--- src/rtl/stopwatch_pkg.sv ---
// Shared types for the stopwatch control slice.
// State encoding, scan digit indices, default limits, BCD helpers.
package stopwatch_pkg;

  typedef enum logic [1:0] {
    ST_PAUSED = 2'd0,
    ST_RUN    = 2'd1,
    ST_ADJUST = 2'd2
  } state_e;

  localparam logic [1:0] DIG_SEC_ONES = 2'd0;
  localparam logic [1:0] DIG_SEC_TENS = 2'd1;
  localparam logic [1:0] DIG_MIN_ONES = 2'd2;
  localparam logic [1:0] DIG_MIN_TENS = 2'd3;

  localparam int unsigned DEF_MAX_MIN = 59;
  localparam int unsigned DEF_MAX_SEC = 59;

  function automatic logic [3:0] bcd_tens(
    input logic [5:0] v
  );
    return 4'(v / 6'd10);
  endfunction

  function automatic logic [3:0] bcd_ones(
    input logic [5:0] v
  );
    return 4'(v % 6'd10);
  endfunction

  function automatic logic [5:0] wrap_inc(
    input logic [5:0] v,
    input logic [5:0] max
  );
    return (v >= max) ? 6'd0 : v + 6'd1;
  endfunction

endpackage

--- src/rtl/stopwatch_ctrl_digit_scan.sv ---
// digit_scan: 4-digit scan index, anode drive, digit mux, field blanking.
// In: clk, rst(async low), tick_fast, min/sec, adjusting, blink, sel. Out: an, digit, blank.
module digit_scan
  import stopwatch_pkg::*;
#(
  parameter bit AN_ACTIVE_LOW = 1'b1
) (
  input  logic       clk,
  input  logic       rst,
  input  logic       tick_fast,
  input  logic [5:0] min_val,
  input  logic [5:0] sec_val,
  input  logic       adjusting,
  input  logic       blink,
  input  logic       sel,
  output logic [3:0] an,
  output logic [3:0] digit,
  output logic       blank
);

  localparam logic [3:0] AN_RST =
    AN_ACTIVE_LOW ? 4'b1110 : 4'b0001;

  logic [1:0] idx_q, idx_d;
  logic [3:0] an_q, an_d;
  logic [3:0] digit_q, digit_d;
  logic       blank_q, blank_d;
  logic [3:0] onehot;

  // Outputs follow the next index so they move one cycle after tick_fast.
  always_comb begin
    idx_d   = tick_fast ? idx_q + 2'd1 : idx_q;
    onehot  = 4'b0001 << idx_d;
    an_d    = AN_ACTIVE_LOW ? ~onehot : onehot;
    digit_d = '0;
    unique case (1'b1)
      onehot[DIG_SEC_ONES]: digit_d = bcd_ones(sec_val);
      onehot[DIG_SEC_TENS]: digit_d = bcd_tens(sec_val);
      onehot[DIG_MIN_ONES]: digit_d = bcd_ones(min_val);
      onehot[DIG_MIN_TENS]: digit_d = bcd_tens(min_val);
      default:              digit_d = '0;
    endcase
    // idx bit 1 set means a minutes digit.
    blank_d = adjusting & blink & (idx_d[1] == sel);
  end

  always_ff @(posedge clk or negedge rst) begin
    if (!rst) begin
      idx_q   <= DIG_SEC_ONES;
      an_q    <= AN_RST;
      digit_q <= '0;
      blank_q <= 1'b0;
    end else begin
      idx_q   <= idx_d;
      an_q    <= an_d;
      digit_q <= digit_d;
      blank_q <= blank_d;
    end
  end

  assign an    = an_q;
  assign digit = digit_q;
  assign blank = blank_q;

endmodule

--- src/rtl/stopwatch_ctrl.sv ---
// stopwatch_ctrl: run/pause/adjust FSM, MM:SS counters, display scan.
// Optional lap hold via STOPWATCH_LAP_EN (adds lap_pulse input).
module stopwatch_ctrl
  import stopwatch_pkg::*;
#(
  parameter int unsigned MAX_MIN       = DEF_MAX_MIN,
  parameter int unsigned MAX_SEC       = DEF_MAX_SEC,
  parameter bit          AN_ACTIVE_LOW = 1'b1
) (
  input  logic       clk,
  input  logic       rst,
  input  logic       tick_1hz,
  input  logic       tick_2hz,
  input  logic       tick_fast,
  input  logic       tick_blink,
  input  logic       pause_pulse,
  input  logic       clear_pulse,
  input  logic       adj,
  input  logic       sel,
`ifdef STOPWATCH_LAP_EN
  input  logic       lap_pulse,
`endif
  output logic [3:0] an,
  output logic [3:0] digit,
  output logic       blank,
  output logic       running
);

  localparam logic [5:0] MAX_M = 6'(MAX_MIN);
  localparam logic [5:0] MAX_S = 6'(MAX_SEC);

  state_e     state_q, state_d;
  logic [5:0] min_q, min_d;
  logic [5:0] sec_q, sec_d;
  logic       blink_q, blink_d;
  logic [5:0] disp_min, disp_sec;

  always_comb begin
    state_d = state_q;
    if (adj)
      state_d = ST_ADJUST;
    else if (state_q == ST_ADJUST)
      state_d = ST_PAUSED;
    else if (pause_pulse && state_q == ST_RUN)
      state_d = ST_PAUSED;
    else if (pause_pulse && state_q == ST_PAUSED)
      state_d = ST_RUN;
  end

  always_comb begin
    min_d = min_q;
    sec_d = sec_q;
    if (clear_pulse) begin
      min_d = '0;
      sec_d = '0;
    end else if (state_q == ST_RUN && tick_1hz) begin
      if (sec_q >= MAX_S) begin
        sec_d = '0;
        min_d = wrap_inc(min_q, MAX_M);
      end else begin
        sec_d = sec_q + 6'd1;
      end
    end else if (state_q == ST_ADJUST && tick_2hz) begin
      // Fields adjust independently, no carry.
      if (sel)
        min_d = wrap_inc(min_q, MAX_M);
      else
        sec_d = wrap_inc(sec_q, MAX_S);
    end
  end

  // Entering adjust starts the blink in the visible phase.
  always_comb begin
    blink_d = blink_q;
    if (state_d == ST_ADJUST && state_q != ST_ADJUST)
      blink_d = 1'b0;
    else if (tick_blink)
      blink_d = ~blink_q;
  end

  always_ff @(posedge clk or negedge rst) begin
    if (!rst) begin
      state_q <= ST_PAUSED;
      min_q   <= '0;
      sec_q   <= '0;
      blink_q <= 1'b0;
    end else begin
      state_q <= state_d;
      min_q   <= min_d;
      sec_q   <= sec_d;
      blink_q <= blink_d;
    end
  end

`ifdef STOPWATCH_LAP_EN
  logic       lap_on_q, lap_on_d;
  logic [5:0] lap_min_q, lap_min_d;
  logic [5:0] lap_sec_q, lap_sec_d;

  // Lap holds the pre-tick count; any exit from RUN drops it.
  always_comb begin
    lap_on_d  = lap_on_q;
    lap_min_d = lap_min_q;
    lap_sec_d = lap_sec_q;
    if (clear_pulse || state_q != ST_RUN
        || state_d != ST_RUN) begin
      lap_on_d = 1'b0;
    end else if (lap_pulse) begin
      lap_on_d = ~lap_on_q;
      if (!lap_on_q) begin
        lap_min_d = min_q;
        lap_sec_d = sec_q;
      end
    end
  end

  always_ff @(posedge clk or negedge rst) begin
    if (!rst) begin
      lap_on_q  <= 1'b0;
      lap_min_q <= '0;
      lap_sec_q <= '0;
    end else begin
      lap_on_q  <= lap_on_d;
      lap_min_q <= lap_min_d;
      lap_sec_q <= lap_sec_d;
    end
  end

  assign disp_min = lap_on_q ? lap_min_q : min_q;
  assign disp_sec = lap_on_q ? lap_sec_q : sec_q;
`else
  assign disp_min = min_q;
  assign disp_sec = sec_q;
`endif

  digit_scan #(
    .AN_ACTIVE_LOW (AN_ACTIVE_LOW)
  ) u_scan (
    .clk       (clk),
    .rst       (rst),
    .tick_fast (tick_fast),
    .min_val   (disp_min),
    .sec_val   (disp_sec),
    .adjusting (state_q == ST_ADJUST),
    .blink     (blink_q),
    .sel       (sel),
    .an        (an),
    .digit     (digit),
    .blank     (blank)
  );

  assign running = (state_q == ST_RUN);

endmodule

--- config.mk ---
export PLATFORM = sky130hd
export DESIGN_NAME = stopwatch_ctrl
export DESIGN_NICKNAME = d
export VERILOG_FILES = /design/src/rtl/stopwatch_pkg.sv /design/src/rtl/stopwatch_ctrl_digit_scan.sv /design/src/rtl/stopwatch_ctrl.sv
export SDC_FILE = /design/constraint.sdc
export NUM_CORES = 1
export LEC_CHECK = 0
export CORE_AREA = 2 2 74 76
export CTS_CLUSTER_SIZE = 16
export DETAILED_ROUTE_END_ITERATION = 6
export DIE_AREA = 0 0 76 78
export PLACE_DENSITY = 0.62
export SLEW_MARGIN = 40
export SYNTH_ARGS = -nofsm -noshare
export SYNTH_HDL_FRONTEND = slang
export SYNTH_HIERARCHICAL = 1
export SYNTH_SLANG_ARGS = --single-unit
export TNS_END_PERCENT = 50
--- constraint.sdc ---
create_clock -name clk -period 5.5 [get_ports clk]
set_input_delay 0.825 -clock clk [delete_from_list [all_inputs] [get_ports clk]]
set_output_delay 0.825 -clock clk [all_outputs]
set_load 0.02 [all_outputs]
; ---- Word level (Yosys, flattened, before mapping)
; Index checks and enable logic that the tools add are counted.
[op_classes]
addsub = 3
n_mul = 0
n_div = 4
magnitude_cmp = 2
eq_ne = 7
shifts = 1
muxes = 19
bitwise = 4
n_reduce_logical = 11
[ops]
columns = op, n
row1 = 6-bit 2-to-1 mux, 11
row2 = 4-bit case mux with 4 select lines, 1
row3 = "6-bit by 1-bit adder with 6-bit output, second input constant", 2
row4 = "6-bit by 4-bit divider with 6-bit output, second input constant", 2
row5 = "6-bit greater-or-equal comparator, second input constant", 2
row6 = "6-bit by 4-bit modulo with 6-bit output, second input constant", 2
row7 = 2-bit 2-to-1 mux, 5
row8 = "3-bit by 2-bit inequality test with 1-bit output, second input constant", 2
row9 = 3-bit nonzero test, 2
row10 = 1-bit logical AND, 5
row11 = "2-bit == test, second input constant", 2
row12 = 4-bit inverter, 1
row13 = "1-bit by 2-bit left shift with 4-bit output, first input constant", 1
row14 = 3-bit AND reduction, 1
row15 = "2-bit by 1-bit adder with 2-bit output, second input constant", 1
row16 = 1-bit bitwise AND, 2
row17 = "2-bit by 1-bit == test with 1-bit output, second input constant", 1
row18 = 2-bit zero test, 1
row19 = 1-bit 2-to-1 mux, 2
row20 = "2-bit inequality test, second input constant", 1
row21 = 2-bit AND reduction, 1
row22 = 2-bit nonzero test, 1
row23 = 1-bit == test, 1
row24 = 1-bit inverter, 1
[totals]
reg_bits = 26
latch_bits = 0
ramBits = 0
romBits = 0
inputBits = 10
word_cells = 59
n_memories = 0

; ---- Depth between registers and ports, before layout
; Gate-level depths: netlist of the first run.
[logic_depth]
word_depth = 9
depth_mapped = 11

; ---- Cells and area by module
; Netlist of the first run, hierarchy kept.
[modules_own_cells]
columns = module, n_inst, cells_each, area_per_inst_um2, seq_area_each_um2
row1 = digit_scan, 1, 138, 1141.1, 279.0
row2 = stopwatch_ctrl, 1, 80, 834.6, 375.4

; ---- Worst setup path before layout of the first run
; Ideal clock, no wire load.
[synth_timing]
path_kind = input -> register
startpoint = in tick_fast
endpoint = reg u_scan.digit_q[3] (netlist: u_scan/digit[3])
setup_ps = 74
arrival_time_ps = 2795
setup_slack_ps = 2632
path_stages = 10
n_path_buf = 0
path_cell_list = or3b_4 nand3_1 o21ai_0 xnor2_1 mux2i_1 ha_1 a211o_1 o32a_1 a21o_1 a21oi_2
[synth_between]
elab_chain_cells = 3
[synth_rtl]
columns = element, line
row1 = from (decl), stopwatch_ctrl.sv:14  ; input logic tick_fast,
row2 = 2-bit 2-to-1 mux, stopwatch_ctrl_digit_scan.sv:32  ; idx_d = tick_fast ? idx_q + 2'd1 : idx_q;
row3 = 1-bit by 2-bit left shift with 4-bit output, stopwatch_ctrl_digit_scan.sv:33  ; onehot = 4'b0001 << idx_d;
row4 = 4-bit case mux with 4 select lines, stopwatch_ctrl_digit_scan.sv:36  ; unique case (1'b1)
row5 = named net u_scan.digit_d[3], stopwatch_ctrl_digit_scan.sv:26  ; logic [3:0] digit_q, digit_d;
row6 = to (signal assigned), stopwatch_ctrl_digit_scan.sv:56  ; digit_q <= digit_d;
row7 = to (decl), stopwatch_ctrl_digit_scan.sv:26
; The timed path passes the listed nets, and every way through them passes these cells.
; A chain may end at the register's enable or synchronous reset.

; ---- Worst setup path in the final report of the first run
[layout_timing]
startpoint = in tick_fast
endpoint = reg u_scan.digit_q[0] (netlist: u_scan/digit[0])
; The elaborated chain is that of the path after synthesis.

==> results of run 1 <==
[power breakdown]
part | total, mW | leakage [nW] | internal [mW] | switching (mW)
registers | 0.300 | 0.331 | 0.244 | 0.0561
clock network | 0.161 | 0.0357 | 0.0974 | 0.0634
logic | 0.432 | 0.536 | 0.186 | 0.246
total | 0.893 | 0.902 | 0.528 | 0.365
[metrics by stage]
stage / power (mW) / worst slack [ns] / area, um2
floorplan: 0.613 / 2.63 / 1980
global placement: 0.734 / 1.36 / 2210
detailed placement: 0.731 / 1.30 / 2210
CTS: 0.898 / 1.60 / 2280
global route: 0.962 / 1.49 / 2280
finish: 0.893 / 1.80 / 2280
[routing by layer]
metal | global-route usage [%] | up-vias
li1 | - | 854
met1 | 20.5 | 851
met2 | 27.4 | 66
met3 | 2.21 | 12
met4 | 7.27 | 0
met5 | 0 | -
[worst min-delay path, delay by kind of cell, from the launching register on]
| kind | cells | cell delay [ns] |
|---|---|---|
| flip-flops | 1 | 0.37 |
| AND/OR/NAND/NOR | 1 | 0.07 |
| XOR/XNOR | 1 | 0.06 |
[synthesized netlist by cell type, types with 4 or more instances]
cell type / instances
nand2_1: 14
dfrtp_1: 23
nor3_1: 10
nand3_1: 11
buf_2: 4
ha_1: 4
clkbuf_1: 6
inv_1: 8
o21ai_0: 15
o31ai_1: 4
nand3b_1: 5
a21oi_1: 10
nor2_1: 12
xnor2_1: 4
nor2b_1: 8
mux2i_1: 7
[flip-flops by register name, summed over array words and instances, names as in the netlist]
name and cells:
blink_q 1, disp_min 6, disp_sec 6, state_q 2
u_scan/an 4, u_scan/blank 1, u_scan/digit 4, u_scan/idx_q 2
[area by class of cell]
| cell class | count | area share (%) |
|---|---|---|
| Clock buffer | 3 | 1.81 |
| Sequential cell | 26 | 28.7 |
| Timing Repair Buffer | 20 | 8.67 |
| Multi-Input combinational cell | 173 | 54.4 |
| Tap cell | 70 | 3.84 |
| Clock inverter | 1 | 1.32 |
| Inverter | 8 | 1.32 |
[path summary, 6_finish.rpt]
check | from | endpoint | slack [ns]
max reg2reg | u_scan/idx_q[1]$_DFF_PN0_ | u_scan/digit[3]$_DFF_PN0_ | 2.44
max | tick_fast | u_scan/digit[0]$_DFF_PN0_ | 1.80
max in group asynchronous | rst | u_scan/an[3]$_DFF_PN1_ | 4.28
min | blink_q$_DFFE_PN0P_ | blink_q$_DFFE_PN0P_ | 0.54
min reg2reg | blink_q$_DFFE_PN0P_ | blink_q$_DFFE_PN0P_ | 0.54
min in group asynchronous | rst | u_scan/digit[1]$_DFF_PN0_ | 0.92
[kinds of logic after synthesis]
kind of cell	Yosys count	share of synthesized area (%)
AO/OA/AOI/OAI	66	26.4
AND/OR/NAND/NOR	88	26.2
buffers and inverters	19	4.24
adder cells (fa/ha/maj)	4	2.53
flip-flops	26	33.1
XOR/XNOR	5	2.22
multiplexers	10	5.26
==> summary.md, run 1 <==
| Metric | Value |
|---|---|
| Status | `finished clean` |
| Mapped Cells | `218` |
| Synth area leaders | `dfrtp_1, dfstp_2, o21ai_0` |
| Synth area leader | `dfrtp_1` |
| Area of the multi-input gates | `1240 um2` |
| Worst path arrival time | `3.90 ns` |
| Worst-Margin Slew | `0.620 ns` |
| Die Wd | `76 um` |
| H-tree levels | `1` |
| Setup violations, final | `0` |
| Hold slack final | `0.538 ns` |
| GR Overflow Total | `0` |
| Hold Buf Count CTS | `0` |
| Num ports | `20` |
| Initial antenna violation count | `0` |
| Bufs and invs on worst path | `2` |
| Power Density | `392 nW/um2` |
| Leakage | `0.902 nW` |
| Most common cell on crit path | `nand2_1` |
| Async S/R FF share, synth | `100%` |
| Routed vias | `1783` |
| Number of global-route vias before repair | `1651` |
| WL/cell | `15.5 um` |
| R2R cell count | `10` |
| Clock tree root buffer cell | `clkbuf_8` |
| Most frequent cells in the layout | `dfrtp_1, clkdlybuf4s50_1, o21ai_0, nand2_1` |
| Clock tree from TritonCTS | `built` |
| Max_cap viols | `0` |
| First-pass GRT wire length | `7810 um` |
| Peak fanout along the critical path | `14` |
| Cell Rows | `26` |
| CP max stage delay | `0.51 ns` |
| Final core occ | `45.2%` |
| Post-CTS sizing | `0` |
| Time the worst path needs with I/O delays and setup | `3.70 ns` |
| Post-synth EDFFs | `0` |
| Final worst-path cycle share | `67.3%` |
| Setup TNS Final | `0 ns` |
| Syn Nets | `232` |
| Avg Cell Area, Syn | `9.06 um2` |
| CP startpoint kind | `input pin` |
| Nets@finish | `246` |
| P&R area growth vs syn | `15.5%` |
| Setup Buffers After CTS | `0` |
| Detailed-route vias per instance | `5.92` |
| Detailed-route wire length | `4660 um` |
| Final Hold Fails | `0` |
| CP delay by family, top | `buffers and inverters` |
| Crit path capture type | `flip-flop` |
| CP max stage cell | `clkdlybuf4s50_1` |
| Clk slew on worst S/H paths | `0.09 ns` |
| Cell variety after synth | `65` |
| VDD IR-drop max | `0.159 mV` |
| Fillers | `496` |
| Share of the synthesized area in the top cell type | `29.1%` |
| DIE HEIGHT | `78 um` |
| Worst path depth | `11` |
| Routed Antenna Nets | `0` |
| Worst Path Required | `5.69 ns` |
| Initial DRC count | `118` |
| Post-Route M1 WL | `2130 um` |
| CTS buffer count | `3` |
| Diode count | `0` |
| Gr usage total | `16.1%` |
| Crit Path Class | `in2reg` |
| Most common cell after layout, fill and taps aside | `dfrtp_1` |
| Largest net degree at the start of global routing | `27` |
| Placed cell count | `297` |
| Drc violations | `0` |
| Starting density of the core | `39.2%` |
| Top layer reached by signal wires | `met4` |
| # port buffers | `19` |
| Worst Hold Depth | `2` |
| Register area share after synthesis | `33.1%` |
| Cell chain of the critical path | `clkdlybuf4s50_1, xnor2_1, inv_1, nand2_1, mux2i_1, ha_1, o211ai_1, a21oi_1, nand2_1, a221o_1, a32oi_1` |
| Metal2 WL | `2240 um` |
| Die ar. | `5930 um2` |
| CTS sink count | `26` |
| Register bit total from synthesis | `26` |
| Post-route insts no fill | `301` |
| Ys Warns | `6` |
| Worst-case clock buffer depth | `2` |
| Cell Area, Synth | `1980 um2` |
| Worst Skew | `0.00265 ns` |
| Headroom to the max-slew limit | `58.7%` |
| Core Area | `5040 um2` |
| Pre-antenna DRT Iters | `4` |
| Main synth FF type | `dfrtp_1` |
| RSZ-0062 raised after global routing | `no` |
| Detailed placement HPWL | `3310 um` |
| Layout cells sized above 1 | `13.0%` |
| Hold Path Class | `reg2reg` |
| Worst skew pair latency | `0.27 ns` |
| Register area | `654 um2` |
| Final Wtd Congestion | `0.858` |
| F_max | `0.270 GHz` |
| Met3 WL | `187 um` |
| Max Slew Vio Count | `0` |
No activity file was read; power rests on OpenSTA's default activity.
==> run 2, diff against run 1 <==
--- a/config.mk
+++ b/config.mk
@@ -9,7 +9,7 @@
 export CTS_CLUSTER_SIZE = 16
 export DETAILED_ROUTE_END_ITERATION = 6
 export DIE_AREA = 0 0 76 78
-export PLACE_DENSITY = 0.62
+export PLACE_DENSITY = 0.64
 export SLEW_MARGIN = 40
 export SYNTH_ARGS = -nofsm -noshare
 export SYNTH_HDL_FRONTEND = slang
==> constraint.sdc (replaced) <==
create_clock -name clk -period 3.05 [get_ports clk]
set_input_delay 0.4575 -clock clk [delete_from_list [all_inputs] [get_ports clk]]
set_output_delay 0.4575 -clock clk [all_outputs]
set_load 0.02 [all_outputs]
==> run 2 against run 1 <==
Against the previous run: clock-buffer cell count unchanged; first-iteration DRC count is 20% lower; global-route usage increased by 1.4 points; cell count rose by 6.6%; die area unchanged; final area increased by 6.6%; via count up 3.5%; utilization increased by 3.0 points; combinational power increased by 110%; total power is 95% higher; wire length up 4.4%; register-to-register slack worse by 2.0 ns; critical path type unchanged; critical endpoint is now u_scan/digit[3]$_DFF_PN0_; largest cell class unchanged; largest power group unchanged.
==> summary.md, run 2 (synthesized netlist as in run 1, its figures left out) <==
| Metric | Value |
|---|---|
| CTS sink count | `26` |
| Time the worst path needs with I/O delays and setup | `2.84 ns` |
| Crit Path Class | `in2reg` |
| CP startpoint kind | `input pin` |
| P&R area growth vs syn | `23.1%` |
| Worst Skew | `0.00547 ns` |
| Power Density | `717 nW/um2` |
| RSZ-0062 raised after global routing | `no` |
| Crit path capture type | `flip-flop` |
| Diode count | `0` |
| Final Wtd Congestion | `0.870` |
| Detailed placement HPWL | `3570 um` |
| Detailed-route wire length | `4860 um` |
| Layout cells sized above 1 | `19.9%` |
| GR Overflow Total | `0` |
| Core Area | `5040 um2` |
| Pre-antenna DRT Iters | `4` |
| VDD IR-drop max | `0.263 mV` |
| Num ports | `20` |
| Die Wd | `76 um` |
| Setup TNS Final | `0 ns` |
| Initial antenna violation count | `0` |
| First-pass GRT wire length | `8420 um` |
| Peak fanout along the critical path | `5` |
| Initial DRC count | `94` |
| Max Slew Vio Count | `0` |
| H-tree levels | `1` |
| Worst path arrival time | `3.05 ns` |
| Worst-Margin Slew | `0.556 ns` |
| F_max | `0.353 GHz` |
| Fillers | `490` |
| Placed cell count | `317` |
| Number of global-route vias before repair | `1750` |
| Drc violations | `0` |
| Worst skew pair latency | `0.28 ns` |
| Worst Path Required | `3.27 ns` |
| Post-route insts no fill | `321` |
| Hold Path Class | `in2async` |
| Final core occ | `48.2%` |
| Starting density of the core | `39.2%` |
| Clk slew on worst S/H paths | `0.10 ns` |
| Max_cap viols | `0` |
| Die ar. | `5930 um2` |
| Most common cell after layout, fill and taps aside | `dfrtp_1` |
| Nets@finish | `266` |
| Routed Antenna Nets | `0` |
| # port buffers | `19` |
| Worst-case clock buffer depth | `2` |
| Leakage | `1.00 nW` |
| Clock tree from TritonCTS | `built` |
| Setup violations, final | `0` |
| Largest net degree at the start of global routing | `27` |
| Cell Rows | `26` |
| Final worst-path cycle share | `93.0%` |
| Clock tree root buffer cell | `clkbuf_8` |
| Final Hold Fails | `0` |
| WL/cell | `15.1 um` |
| Status | `finished clean` |
| DIE HEIGHT | `78 um` |
| CTS buffer count | `3` |
| Gr usage total | `17.5%` |
| Routed vias | `1846` |
| Most frequent cells in the layout | `dfrtp_1, buf_4, clkdlybuf4s50_1, o21ai_0, nand2_1` |
| Detailed-route vias per instance | `5.75` |
| Headroom to the max-slew limit | `63.0%` |
run 2: changes by cell type in the layout (fill, tap and decap cells not counted), sizes merged:
cell / change
buf: +20
run 2: layout make-up:
type                            count  area, um2  share of cell area, %
Clock buffer                        3       41.3                   1.70
Clock inverter                      1       30.0                   1.24
Inverter                            8       30.0                   1.24
Multi-Input combinational cell    173       1240                   51.0
Sequential cell                    26        654                   26.9
Tap cell                           70       87.6                   3.60
Timing Repair Buffer               40        348                   14.3
run 2: critical path: stages:
cell	delay, ns
clkdlybuf4s50_1	0.48
or3b_4	0.46
nand3_1	0.10
o21ai_0	0.14
xnor2_1	0.20
mux2i_1	0.11
ha_1	0.22
a211o_1	0.27
o32a_1	0.30
a21o_1	0.19
a21oi_2	0.12
run 2: where the power goes:
group	total [mW]	switching [mW]	internal [mW]
registers	0.524	0.0835	0.441
clock network	0.300	0.124	0.176
logic	0.920	0.493	0.427
run 2: final timing paths:
check	startpoint	slack, ns	cells past startpoint	endpoint
setup reg to reg	u_scan/idx_q[1]$_DFF_PN0_	0.40	10	u_scan/digit[3]$_DFF_PN0_
min in group clk	blink_q$_DFFE_PN0P_	0.54	2	blink_q$_DFFE_PN0P_
hold / removal	rst	0.53	2	disp_sec[4]$_DFFE_PN0P_
max in group asynchronous	rst	2.22	2	u_scan/an[2]$_DFF_PN1_
setup / recovery	tick_fast	0.21	11	u_scan/digit[3]$_DFF_PN0_
hold reg to reg	blink_q$_DFFE_PN0P_	0.54	2	blink_q$_DFFE_PN0P_
run 2: routing by layer:
layer  track usage, %  vias to the layer above  part of all wire, %
met4             6.73                        0                  2.3
met3             2.56                       13                  6.1
li1                 -                      890                    -
met2             29.6                       65                   48
met5                0                        -                    0
met1             22.6                      878                   44
run 2: through the flow:
stage	hold WS [ns]	cell area, um2	setup slack (ns)	total power, mW
after global placement	0.516	2360	-0.0180	1.43
after floorplan	0.162	1980	0.549	1.11
after detailed placement	0.527	2360	-0.0467	1.44
final	0.533	2430	0.213	1.74
after CTS	0.547	2430	0.204	1.75
after global routing	0.573	2430	0.0130	1.88
run 2: repair_timing:
item,4_1_cts,5_1_grt
endpoints found under the setup margin,0,1
hold buffers,0,0
gates resized for setup,0,1
setup buffers,0,0
